$ cat config.mk
export PLATFORM = sky130hd
export DESIGN_NAME = multicycle_ctrl_hs_flat
export DESIGN_NICKNAME = d
export VERILOG_FILES = /design/src/rtl/multicycle_ctrl_hs_pkg.sv /design/src/rtl/multicycle_ctrl_hs_if.sv /design/src/rtl/multicycle_ctrl_hs_wait_timer.sv /design/src/rtl/multicycle_ctrl_hs.sv /design/src/flat_wrapper.sv
export SDC_FILE = /design/constraint.sdc
export NUM_CORES = 1
export LEC_CHECK = 0
export ABC_AREA = 1
export BUFFER_PORTS_ARGS = -buffer_cell sky130_fd_sc_hd__clkbuf_2
export CAP_MARGIN = 20
export CELL_PAD_IN_SITES_DETAIL_PLACEMENT = 1
export CELL_PAD_IN_SITES_GLOBAL_PLACEMENT = 1
export CORE_MARGIN = 1.5
export CORE_UTILIZATION = 32
export DETAILED_ROUTE_END_ITERATION = 6
export PLACE_DENSITY_LB_ADDON = 0.1
export REMOVE_ABC_BUFFERS = 1
export SLEW_MARGIN = 20
export SYNTH_ARGS = -nofsm -noshare
export SYNTH_HDL_FRONTEND = slang
export SYNTH_SLANG_ARGS = --single-unit
$ cat constraint.sdc
create_clock -name clk -period 2 [get_ports clk]
set_clock_uncertainty 0.1 [all_clocks]
set_input_delay 0.4 -clock clk [delete_from_list [all_inputs] [get_ports clk]]
set_output_delay 0.4 -clock clk [all_outputs]
set_load 0.005 [all_outputs]
$ cat src/rtl/multicycle_ctrl_hs_pkg.sv
// Shared types and encodings for the multicycle MIPS-style controller:
// state enum, opcode constants, datapath select encodings and the output bundle.
package multicycle_ctrl_hs_pkg;

    typedef enum logic [3:0] {
        S_FETCH,
        S_DECODE,
        S_MEMADR,
        S_MEMRD,
        S_MEMWB,
        S_MEMWR,
        S_EXEC,
        S_ALUWB,
        S_ADDIEX,
        S_ADDIWB,
        S_BRANCH,
        S_JUMP,
        S_FAULT
    } state_t;

    localparam logic [5:0] OP_RTYPE = 6'b000000;
    localparam logic [5:0] OP_LW    = 6'b100011;
    localparam logic [5:0] OP_SW    = 6'b101011;
    localparam logic [5:0] OP_BEQ   = 6'b000100;
    localparam logic [5:0] OP_BNE   = 6'b000101;
    localparam logic [5:0] OP_ADDI  = 6'b001000;
    localparam logic [5:0] OP_J     = 6'b000010;

    localparam logic [1:0] ALUSRCB_REG    = 2'b00;
    localparam logic [1:0] ALUSRCB_FOUR   = 2'b01;
    localparam logic [1:0] ALUSRCB_IMM    = 2'b10;
    localparam logic [1:0] ALUSRCB_IMM_SH = 2'b11;

    localparam logic [1:0] PCSRC_ALU    = 2'b00;
    localparam logic [1:0] PCSRC_ALUOUT = 2'b01;
    localparam logic [1:0] PCSRC_JUMP   = 2'b10;

    localparam logic [1:0] ALUOP_ADD   = 2'b00;
    localparam logic [1:0] ALUOP_SUB   = 2'b01;
    localparam logic [1:0] ALUOP_FUNCT = 2'b10;

    typedef struct packed {
        logic       mem_req;
        logic       memwrite;
        logic       iord;
        logic       irwrite;
        logic       pcwrite;
        logic       pcwritecond;
        logic       regwrite;
        logic       regdst;
        logic       memtoreg;
        logic       alusrca;
        logic [1:0] alusrcb;
        logic [1:0] pcsrc;
        logic [1:0] aluop;
        logic       branch_ne;
        logic       illegal;
        logic       fault;
    } ctrl_t;

    // States that hold a memory request open and therefore count wait cycles.
    function automatic logic is_wait_state(input state_t s);
        return (s == S_FETCH) || (s == S_MEMRD) || (s == S_MEMWR);
    endfunction

endpackage

$ cat src/rtl/multicycle_ctrl_hs_if.sv
// Controller <-> datapath/memory bundle. The controller is the master; funct and
// zero belong to the datapath side (ALU decoder, branch PC enable) only.
interface multicycle_ctrl_hs_if;
    import multicycle_ctrl_hs_pkg::*;

    logic [5:0] op;
    logic [5:0] funct;
    logic       zero;
    logic       mem_ready;

    logic       mem_req;
    logic       memwrite;
    logic       iord;
    logic       irwrite;
    logic       pcwrite;
    logic       pcwritecond;
    logic       regwrite;
    logic       regdst;
    logic       memtoreg;
    logic       alusrca;
    logic [1:0] alusrcb;
    logic [1:0] pcsrc;
    logic [1:0] aluop;
    logic       branch_ne;
    logic       illegal;
    logic       fault;

    modport master (
        input  op, mem_ready,
        output mem_req, memwrite, iord, irwrite, pcwrite, pcwritecond,
               regwrite, regdst, memtoreg, alusrca, alusrcb, pcsrc, aluop,
               branch_ne, illegal, fault
    );

    modport slave (
        output op, funct, zero, mem_ready,
        input  mem_req, memwrite, iord, irwrite, pcwrite, pcwritecond,
               regwrite, regdst, memtoreg, alusrca, alusrcb, pcsrc, aluop,
               branch_ne, illegal, fault
    );

endinterface

$ cat src/rtl/multicycle_ctrl_hs_wait_timer.sv
// Memory wait-state counter: restarts on every state change, counts stalled
// cycles, and flags a timeout on the last tolerated stall.
module mc_wait_timer #(
    parameter int TIMEOUT_W = 4,
    parameter int MAX_WAIT  = 8
) (
    input  logic clk,
    input  logic reset,
    input  logic waiting,
    input  logic mem_ready,
    input  logic state_change,
    output logic timeout
);

    localparam logic [TIMEOUT_W-1:0] LAST_WAIT = TIMEOUT_W'(MAX_WAIT - 1);

    logic [TIMEOUT_W-1:0] count_reg;
    logic [TIMEOUT_W-1:0] count_next;

    always_comb begin
        count_next = count_reg;
        if (state_change) begin
            count_next = '0;
        end else if (waiting && !mem_ready) begin
            count_next = count_reg + TIMEOUT_W'(1);
        end
    end

    always_ff @(posedge clk or posedge reset) begin
        if (reset) begin
            count_reg <= '0;
        end else begin
            count_reg <= count_next;
        end
    end

    // A ready in the final cycle still wins over the timeout.
    assign timeout = waiting && !mem_ready && (count_reg == LAST_WAIT);

endmodule

$ cat src/rtl/multicycle_ctrl_hs.sv
// Multicycle controller FSM with memory handshake, wait-state timeout and
// illegal-opcode detection.
module multicycle_ctrl_hs
    import multicycle_ctrl_hs_pkg::*;
#(
    parameter int TIMEOUT_W = 4,
    parameter int MAX_WAIT  = 8,
    parameter bit HAS_BNE   = 1'b1
) (
    input  logic                  clk,
    input  logic                  reset,
    multicycle_ctrl_hs_if.master  bus
);

    state_t state_reg;
    state_t state_next;
    ctrl_t  ctrl;
    logic   waiting;
    logic   state_change;
    logic   timeout;

    assign waiting      = is_wait_state(state_reg);
    assign state_change = (state_next != state_reg);

    mc_wait_timer #(
        .TIMEOUT_W (TIMEOUT_W),
        .MAX_WAIT  (MAX_WAIT)
    ) u_wait_timer (
        .clk          (clk),
        .reset        (reset),
        .waiting      (waiting),
        .mem_ready    (bus.mem_ready),
        .state_change (state_change),
        .timeout      (timeout)
    );

    always_ff @(posedge clk or posedge reset) begin
        if (reset) begin
            state_reg <= S_FETCH;
        end else begin
            state_reg <= state_next;
        end
    end

    always_comb begin
        state_next = state_reg;
        ctrl       = '0;
        case (state_reg)
            S_FETCH: begin
                ctrl.mem_req = 1'b1;
                ctrl.alusrcb = ALUSRCB_FOUR;
                ctrl.aluop   = ALUOP_ADD;
                ctrl.pcsrc   = PCSRC_ALU;
                if (bus.mem_ready) begin
                    ctrl.irwrite = 1'b1;
                    ctrl.pcwrite = 1'b1;
                    state_next   = S_DECODE;
                end else if (timeout) begin
                    state_next = S_FAULT;
                end
            end
            S_DECODE: begin
                ctrl.alusrcb = ALUSRCB_IMM_SH;
                case (bus.op)
                    OP_LW, OP_SW: state_next = S_MEMADR;
                    OP_RTYPE:     state_next = S_EXEC;
                    OP_ADDI:      state_next = S_ADDIEX;
                    OP_BEQ:       state_next = S_BRANCH;
                    OP_J:         state_next = S_JUMP;
                    OP_BNE: begin
                        if (HAS_BNE) begin
                            state_next = S_BRANCH;
                        end else begin
                            ctrl.illegal = 1'b1;
                            state_next   = S_FETCH;
                        end
                    end
                    default: begin
                        ctrl.illegal = 1'b1;
                        state_next   = S_FETCH;
                    end
                endcase
            end
            S_MEMADR: begin
                ctrl.alusrca = 1'b1;
                ctrl.alusrcb = ALUSRCB_IMM;
                state_next   = (bus.op == OP_LW) ? S_MEMRD : S_MEMWR;
            end
            S_MEMRD: begin
                ctrl.mem_req = 1'b1;
                ctrl.iord    = 1'b1;
                if (bus.mem_ready) begin
                    state_next = S_MEMWB;
                end else if (timeout) begin
                    state_next = S_FAULT;
                end
            end
            S_MEMWR: begin
                ctrl.mem_req = 1'b1;
                ctrl.iord    = 1'b1;
                // The write strobe fires only in the completing cycle.
                if (bus.mem_ready) begin
                    ctrl.memwrite = 1'b1;
                    state_next    = S_FETCH;
                end else if (timeout) begin
                    state_next = S_FAULT;
                end
            end
            S_MEMWB: begin
                ctrl.regwrite = 1'b1;
                ctrl.memtoreg = 1'b1;
                state_next    = S_FETCH;
            end
            S_EXEC: begin
                ctrl.alusrca = 1'b1;
                ctrl.alusrcb = ALUSRCB_REG;
                ctrl.aluop   = ALUOP_FUNCT;
                state_next   = S_ALUWB;
            end
            S_ALUWB: begin
                ctrl.regwrite = 1'b1;
                ctrl.regdst   = 1'b1;
                state_next    = S_FETCH;
            end
            S_ADDIEX: begin
                ctrl.alusrca = 1'b1;
                ctrl.alusrcb = ALUSRCB_IMM;
                state_next   = S_ADDIWB;
            end
            S_ADDIWB: begin
                ctrl.regwrite = 1'b1;
                state_next    = S_FETCH;
            end
            S_BRANCH: begin
                ctrl.alusrca     = 1'b1;
                ctrl.alusrcb     = ALUSRCB_REG;
                ctrl.aluop       = ALUOP_SUB;
                ctrl.pcsrc       = PCSRC_ALUOUT;
                ctrl.pcwritecond = 1'b1;
                ctrl.branch_ne   = (bus.op == OP_BNE);
                state_next       = S_FETCH;
            end
            S_JUMP: begin
                ctrl.pcsrc   = PCSRC_JUMP;
                ctrl.pcwrite = 1'b1;
                state_next   = S_FETCH;
            end
            S_FAULT: begin
                ctrl.fault = 1'b1;
            end
            default: begin
                state_next = S_FETCH;
            end
        endcase
        // Reset sits the state in FETCH, so outputs are masked explicitly.
        if (reset) begin
            ctrl = '0;
        end
    end

    assign bus.mem_req     = ctrl.mem_req;
    assign bus.memwrite    = ctrl.memwrite;
    assign bus.iord        = ctrl.iord;
    assign bus.irwrite     = ctrl.irwrite;
    assign bus.pcwrite     = ctrl.pcwrite;
    assign bus.pcwritecond = ctrl.pcwritecond;
    assign bus.regwrite    = ctrl.regwrite;
    assign bus.regdst      = ctrl.regdst;
    assign bus.memtoreg    = ctrl.memtoreg;
    assign bus.alusrca     = ctrl.alusrca;
    assign bus.alusrcb     = ctrl.alusrcb;
    assign bus.pcsrc       = ctrl.pcsrc;
    assign bus.aluop       = ctrl.aluop;
    assign bus.branch_ne   = ctrl.branch_ne;
    assign bus.illegal     = ctrl.illegal;
    assign bus.fault       = ctrl.fault;

endmodule

$ cat src/flat_wrapper.sv
// flat-port wrapper written by rule: the top's interface ports become plain ports
module multicycle_ctrl_hs_flat import multicycle_ctrl_hs_pkg::*;
#(
    parameter int TIMEOUT_W = 4,
    parameter int MAX_WAIT  = 8,
    parameter bit HAS_BNE   = 1'b1
)
  (clk, reset, bus_op, bus_mem_ready, bus_mem_req, bus_memwrite, bus_iord, bus_irwrite, bus_pcwrite, bus_pcwritecond, bus_regwrite, bus_regdst, bus_memtoreg, bus_alusrca, bus_alusrcb, bus_pcsrc, bus_aluop, bus_branch_ne, bus_illegal, bus_fault);
  multicycle_ctrl_hs_if bus_i ();
  input  logic clk;
  input  logic reset;
  input wire logic [$bits(bus_i.op)-1:0] bus_op;
  input wire logic [$bits(bus_i.mem_ready)-1:0] bus_mem_ready;
  output wire logic [$bits(bus_i.mem_req)-1:0] bus_mem_req;
  output wire logic [$bits(bus_i.memwrite)-1:0] bus_memwrite;
  output wire logic [$bits(bus_i.iord)-1:0] bus_iord;
  output wire logic [$bits(bus_i.irwrite)-1:0] bus_irwrite;
  output wire logic [$bits(bus_i.pcwrite)-1:0] bus_pcwrite;
  output wire logic [$bits(bus_i.pcwritecond)-1:0] bus_pcwritecond;
  output wire logic [$bits(bus_i.regwrite)-1:0] bus_regwrite;
  output wire logic [$bits(bus_i.regdst)-1:0] bus_regdst;
  output wire logic [$bits(bus_i.memtoreg)-1:0] bus_memtoreg;
  output wire logic [$bits(bus_i.alusrca)-1:0] bus_alusrca;
  output wire logic [$bits(bus_i.alusrcb)-1:0] bus_alusrcb;
  output wire logic [$bits(bus_i.pcsrc)-1:0] bus_pcsrc;
  output wire logic [$bits(bus_i.aluop)-1:0] bus_aluop;
  output wire logic [$bits(bus_i.branch_ne)-1:0] bus_branch_ne;
  output wire logic [$bits(bus_i.illegal)-1:0] bus_illegal;
  output wire logic [$bits(bus_i.fault)-1:0] bus_fault;
  assign bus_i.op = bus_op;
  assign bus_i.mem_ready = bus_mem_ready;
  assign bus_mem_req = bus_i.mem_req;
  assign bus_memwrite = bus_i.memwrite;
  assign bus_iord = bus_i.iord;
  assign bus_irwrite = bus_i.irwrite;
  assign bus_pcwrite = bus_i.pcwrite;
  assign bus_pcwritecond = bus_i.pcwritecond;
  assign bus_regwrite = bus_i.regwrite;
  assign bus_regdst = bus_i.regdst;
  assign bus_memtoreg = bus_i.memtoreg;
  assign bus_alusrca = bus_i.alusrca;
  assign bus_alusrcb = bus_i.alusrcb;
  assign bus_pcsrc = bus_i.pcsrc;
  assign bus_aluop = bus_i.aluop;
  assign bus_branch_ne = bus_i.branch_ne;
  assign bus_illegal = bus_i.illegal;
  assign bus_fault = bus_i.fault;
  multicycle_ctrl_hs #(.TIMEOUT_W(TIMEOUT_W), .MAX_WAIT(MAX_WAIT), .HAS_BNE(HAS_BNE)) u_core (.clk(clk), .reset(reset), .bus(bus_i));
endmodule
* Word level (Yosys, flattened, before mapping)
Index checks and enable logic that the tools add are counted.
** Storage, ports and cells
- Logic and storage cells :: 68
- Bits in registers :: 8
** Cells by class
- Add/subtract/negate cells :: 1
- Reductions and logical operators :: 16
- Equal/unequal tests :: 20
- Muxes and demuxes :: 29
** Operators by type and width (count)
- case mux 4 bit (8 select lines) :: 1
- 2-to-1 mux 4 bit :: 6
- equality test 4 x 3 -> 1 bit (second input constant) :: 5
- equality test 4 bit (second input constant) :: 5
- case mux 4 bit (5 select lines) :: 1
- 2-to-1 mux 19 bit :: 1
- 2-to-1 mux 1 bit :: 14
- equality test 6 x 3 -> 1 bit (second input constant) :: 2
- equality test 6 bit (second input constant) :: 2
- equality test 4 x 2 -> 1 bit (second input constant) :: 2
- case mux 2 bit (2 select lines) :: 2
- OR reduction 2 bit :: 4
- OR reduction 7 bit :: 1
- equality test 6 x 2 -> 1 bit (second input constant) :: 1
- equality test 6 x 4 -> 1 bit (second input constant) :: 1
- logical NOT 6 bit :: 1
- case mux 2 bit (3 select lines) :: 1
- OR reduction 3 bit :: 2
- adder 4 x 1 -> 4 bit (second input constant) :: 1
- equality test 4 x 1 -> 1 bit (second input constant) :: 1
- logical NOT 4 bit :: 1
- inequality test 4 bit :: 1
- OR reduction 4 bit :: 1
- 2-to-1 mux 3 bit :: 1
- other kinds (6) :: 8

* Longest topological paths before layout
- Depth after elaboration :: 10
- Depth in mapped cells :: 12
- Mapped depth without buffers :: 12

* Cells and area by module
Synthesis repeated with hierarchy kept, for this count alone.
** Unflattened totals
- Cell total of the unflattened synthesis :: 158
- Area, all modules :: 888.4 um^2
** Modules (own cells, without submodules)
- multicycle_ctrl_hs :: area each 661.9 um^2, cells each 129, sequential area each 100.1 um^2, instances 1
- mc_wait_timer :: area each 226.5 um^2, cells each 29, sequential area each 100.1 um^2, instances 1

* Least setup slack after synthesis
Ideal clock, no wire load.
- Path type :: input to output
- Start point :: input port reset
- End point :: output port bus_branch_ne
- Arrival :: 1120 ps
- Stages on the path :: 5
- Path buffers :: 0
- Setup slack :: 380 ps
- Required time :: 1500 ps
- Cell sequence :: inv_1 nand2_1 nor2_1 inv_1 nor2_1
** On the way
- Longest elaborated chain between the ends :: 1
** RTL lines
- start, declared :: line flat_wrapper.sv:11 : input logic reset;
- 2-to-1 mux 19 bit :: line multicycle_ctrl_hs.sv:156 : if (reset) begin
- end, declared :: line flat_wrapper.sv:27 : output wire logic [$bits(bus_i.branch_ne)-1:0] bus_branch_ne;
No other way between the ends.

* Worst setup path in the final report
- Start point :: register u_core.state_reg[2]
- End point :: output port bus_branch_ne
** On the way
- Longest elaborated chain between the ends :: 3
** RTL lines
- start, declared :: line multicycle_ctrl_hs.sv:15 : state_t state_reg;
- start signal, assigned :: line multicycle_ctrl_hs.sv:41 : state_reg <= state_next;
- equality test 4 bit :: line multicycle_ctrl_hs.sv:48 : case (state_reg)
- 2-to-1 mux 1 bit :: line multicycle_ctrl_hs.sv:48
- 2-to-1 mux 19 bit :: line multicycle_ctrl_hs.sv:156
No other way between the ends.

==> metrics.yaml <==
power:
  power_report.internal_total_w: 0.0005571
  sw_frac_of_total: 0.5137
  net-switching-power_w: 0.0005884
  sequential_group_share_of_total_power: 0.245
  p_clk_frac: 0.110
  total_power_w: 0.001146
  comb_power_share: 0.645
  static-leakage-power_nw: 0.6627
  vdd.ir_drop.worst_mv: 0.5303
  power.density_cell_area_nw_per_um2: 951.7
final_layout:
  final_common_cell: "nand2_1"
  n_antenna_cell: 0
  drive_above_1_share: 0.3770
  most_frequent_cells_in_the_layout: "35 x nand2_1, 28 x nor2_1, 26 x clkbuf_2"
  final_cell_count_no_fill: 221
  layout.core_utilization: 0.4815
  area_growth_syn_to_layout_pct: 40.44
  nFillCells: 370
  finalInstanceArea_um2: 1204
  finish.net_count: 203
yosys:
  netlist-cell-type-count: 23
  netlist.top_cell.by_area: "dfrtp_1"
  synth_largest_type_area_fraction: 0.2336
  synthesis.instances: 153
  post_synth_main_area_contributors: "dfrtp_1 23%, nand2_1 18%, nor2_1 16%"
  synth_area_um2: 857.1
  synth_sequential_area_ratio: 0.2336
  syn_area_per_cell_um2: 5.602
  yosysWarnings: 0
  synth.ff_latch_count: 8
global_route:
  grtUsageTotal: 0.1919
  grt_pass1_vias: 941
  overflow: 0
  grt_pass1_wl_um: 4050
  grt_antenna_before_repair: 0
  maximum_number_of_pins_on_one_net_before_global_route_repair: 13
sta:
  maxSlewHeadroom: 0.8094
  fmax_ghz: 0.5160
  layout_worst_path_cycle_share: 0.9690
  layout_min_cycle_time_ns: 1.938
  final-setup-viol-count: 0
  hold-worst-slack_ns: 0.1025
  report.final.hold_viol_count: 0
  fin_max_slew_vios: 0
  grt_setup_unrepaired: "yes"
  worst-slew-pin-transition_ns: 0.2848
floorplan:
  die_height_um: 54.75
  die-area_um2: 2998
  die_x_um: 54.75
  core_area_um2: 2500
  top_level_ports: 28
  starting_density: 0.3428
  rows: 18
clock_tree:
  cts_htree_levels: 1
  clock_sinks: 8
  clockBufferDepth: 2
  cts_buffers: 3
  worst_skew_pair.late_latency_ns: 0.26
  ctsRootBufferMaster: "clkbuf_4"
  cts.hold.buffers_added: 0
  clk_transition_reported_paths_ns: 0.06
  cts_tree: "done"
worst_hold_path:
  holdCritPathClass: "in2async"
place:
  portBuffers: 27
  dpl.hpwl_um: 2246
  placedCellCount: 212
  placed_area_um2: 1049
  routabilityCongestion: 0.7749
setup_path:
  regToRegSetupSlack_ns: 0.16
  crit_type: "reg2out"
  worst_setup_path_startpoint: "u_core.state_reg[2]"
  worst_ep_arrival_time_ns: 1.44
  cp_launch_type: "register"
  worst-endpoint-required_ns: 1.50
  setup.worst_path.end_class: "output pin"
  worst-path-max-fanout: 6
  timing.rr.start: "u_core.u_wait_timer.count_reg[0]"
flow_run:
  max_cap_viol_count: 0
detailed_routing:
  detail_routed_net_length_per_standard_cell_um: 12.93
  routed_wl_um: 2858
  detail-route-antenna-nets: 0
  number_of_vias_in_the_routed_layout: 1082
  drt_first_pass_iters: 4
  detail_route.vias_per_cell: 4.896
  dr.first_iter.drc_count: 5
  drc: 0
outcome:
  run_status: "complete, no violations"
==> path summary, 6_finish.rpt <==
check	cells past startpoint	endpoint
worst min register to register	2	u_core.u_wait_timer.count_reg[3]
worst max-delay path	8	bus_branch_ne
worst max register to register	12	u_core.u_wait_timer.count_reg[0]
max in group asynchronous	3	u_core.state_reg[1]
worst min-delay path	3	u_core.state_reg[0]
min in group clk	2	u_core.u_wait_timer.count_reg[3]
==> power by group through the flow <==
stage / registers [W] / clock network, W / logic [W]
detailed placement: 0.000254 / 0 / 0.000622
global route: 0.000286 / 0.000145 / 0.000827
global placement: 0.000249 / 0 / 0.000614
CTS: 0.000259 / 0.000133 / 0.000637
floorplan: 0.000241 / 0 / 0.000434
finish: 0.000281 / 0.000126 / 0.000739
==> layer usage <==
metal | up-vias | global-route usage | share of wire
met5 | - | 0 | 0
met4 | 0 | 0.05000 | 0.0066
met3 | 4 | 0.04098 | 0.033
met2 | 18 | 0.3472 | 0.53
met1 | 503 | 0.2255 | 0.43
li1 | 557 | - | -
==> what timing repair did <==
item / in CTS / in global routing
gates resized for setup: 10 / 26
pin swaps: 0 / 7
buffers inserted: 0 / 6
endpoints found under the setup margin: 5 / 10
==> cells by family (layout without fill, tap and decap cells) <==
group / Yosys count / after routing / share of synthesized area
xor gates and xnor gates: 3 / 3 / 0.03066
adders and majority gates: 1 / 1 / 0.01460
AOI/OAI and AO/OA: 12 / 12 / 0.08906
DFF: 8 / 8 / 0.2336
buffers and inverters: 26 / 64 / 0.1139
and+or+nand+nor: 103 / 103 / 0.5182
==> worst max-delay path, stage by stage (launching register included) <==
cell	delay [ns]
dfrtp_2	0.47
inv_4	0.10
nand2_2	0.05
inv_2	0.12
nand2_4	0.09
nor2_4	0.12
inv_2	0.04
nor2_1	0.07
buf_2	0.11
==> per-stage QoR <==
stage / setup WS [ns] / setup TNS, ns
after floorplan: 0.3796 / 0
after global placement: 0.1661 / 0
after detailed placement: 0.1069 / 0
after CTS: 0.01178 / 0
after global routing: -0.02292 / -0.07569
final: 0.06193 / 0
==> cells in the mapped netlist, drive strengths merged <==
library cell / number
a21oi: 3
a31oi: 1
buf: 1
dfrtp: 8
ha: 1
inv: 25
nand2: 42
nand3: 14
nand3b: 1
nand4: 3
nor2: 40
nor3: 3
o211ai: 4
o21ai: 3
o22ai: 1
xnor2: 2
xor2: 1
==> cell type report <==
| cell class | instances | area [um2] | area share |
|---|---|---|---|
| inverter | 25 | 98.84 | 0.08212 |
| sequential | 8 | 205.2 | 0.1705 |
| multi-input combinational | 119 | 636.9 | 0.5291 |
| clock buffer | 3 | 22.52 | 0.01871 |
| timing repair buffer | 36 | 202.7 | 0.1684 |
| tap | 30 | 37.54 | 0.03119 |
Note: power is estimated with default switching activity, not from simulation.
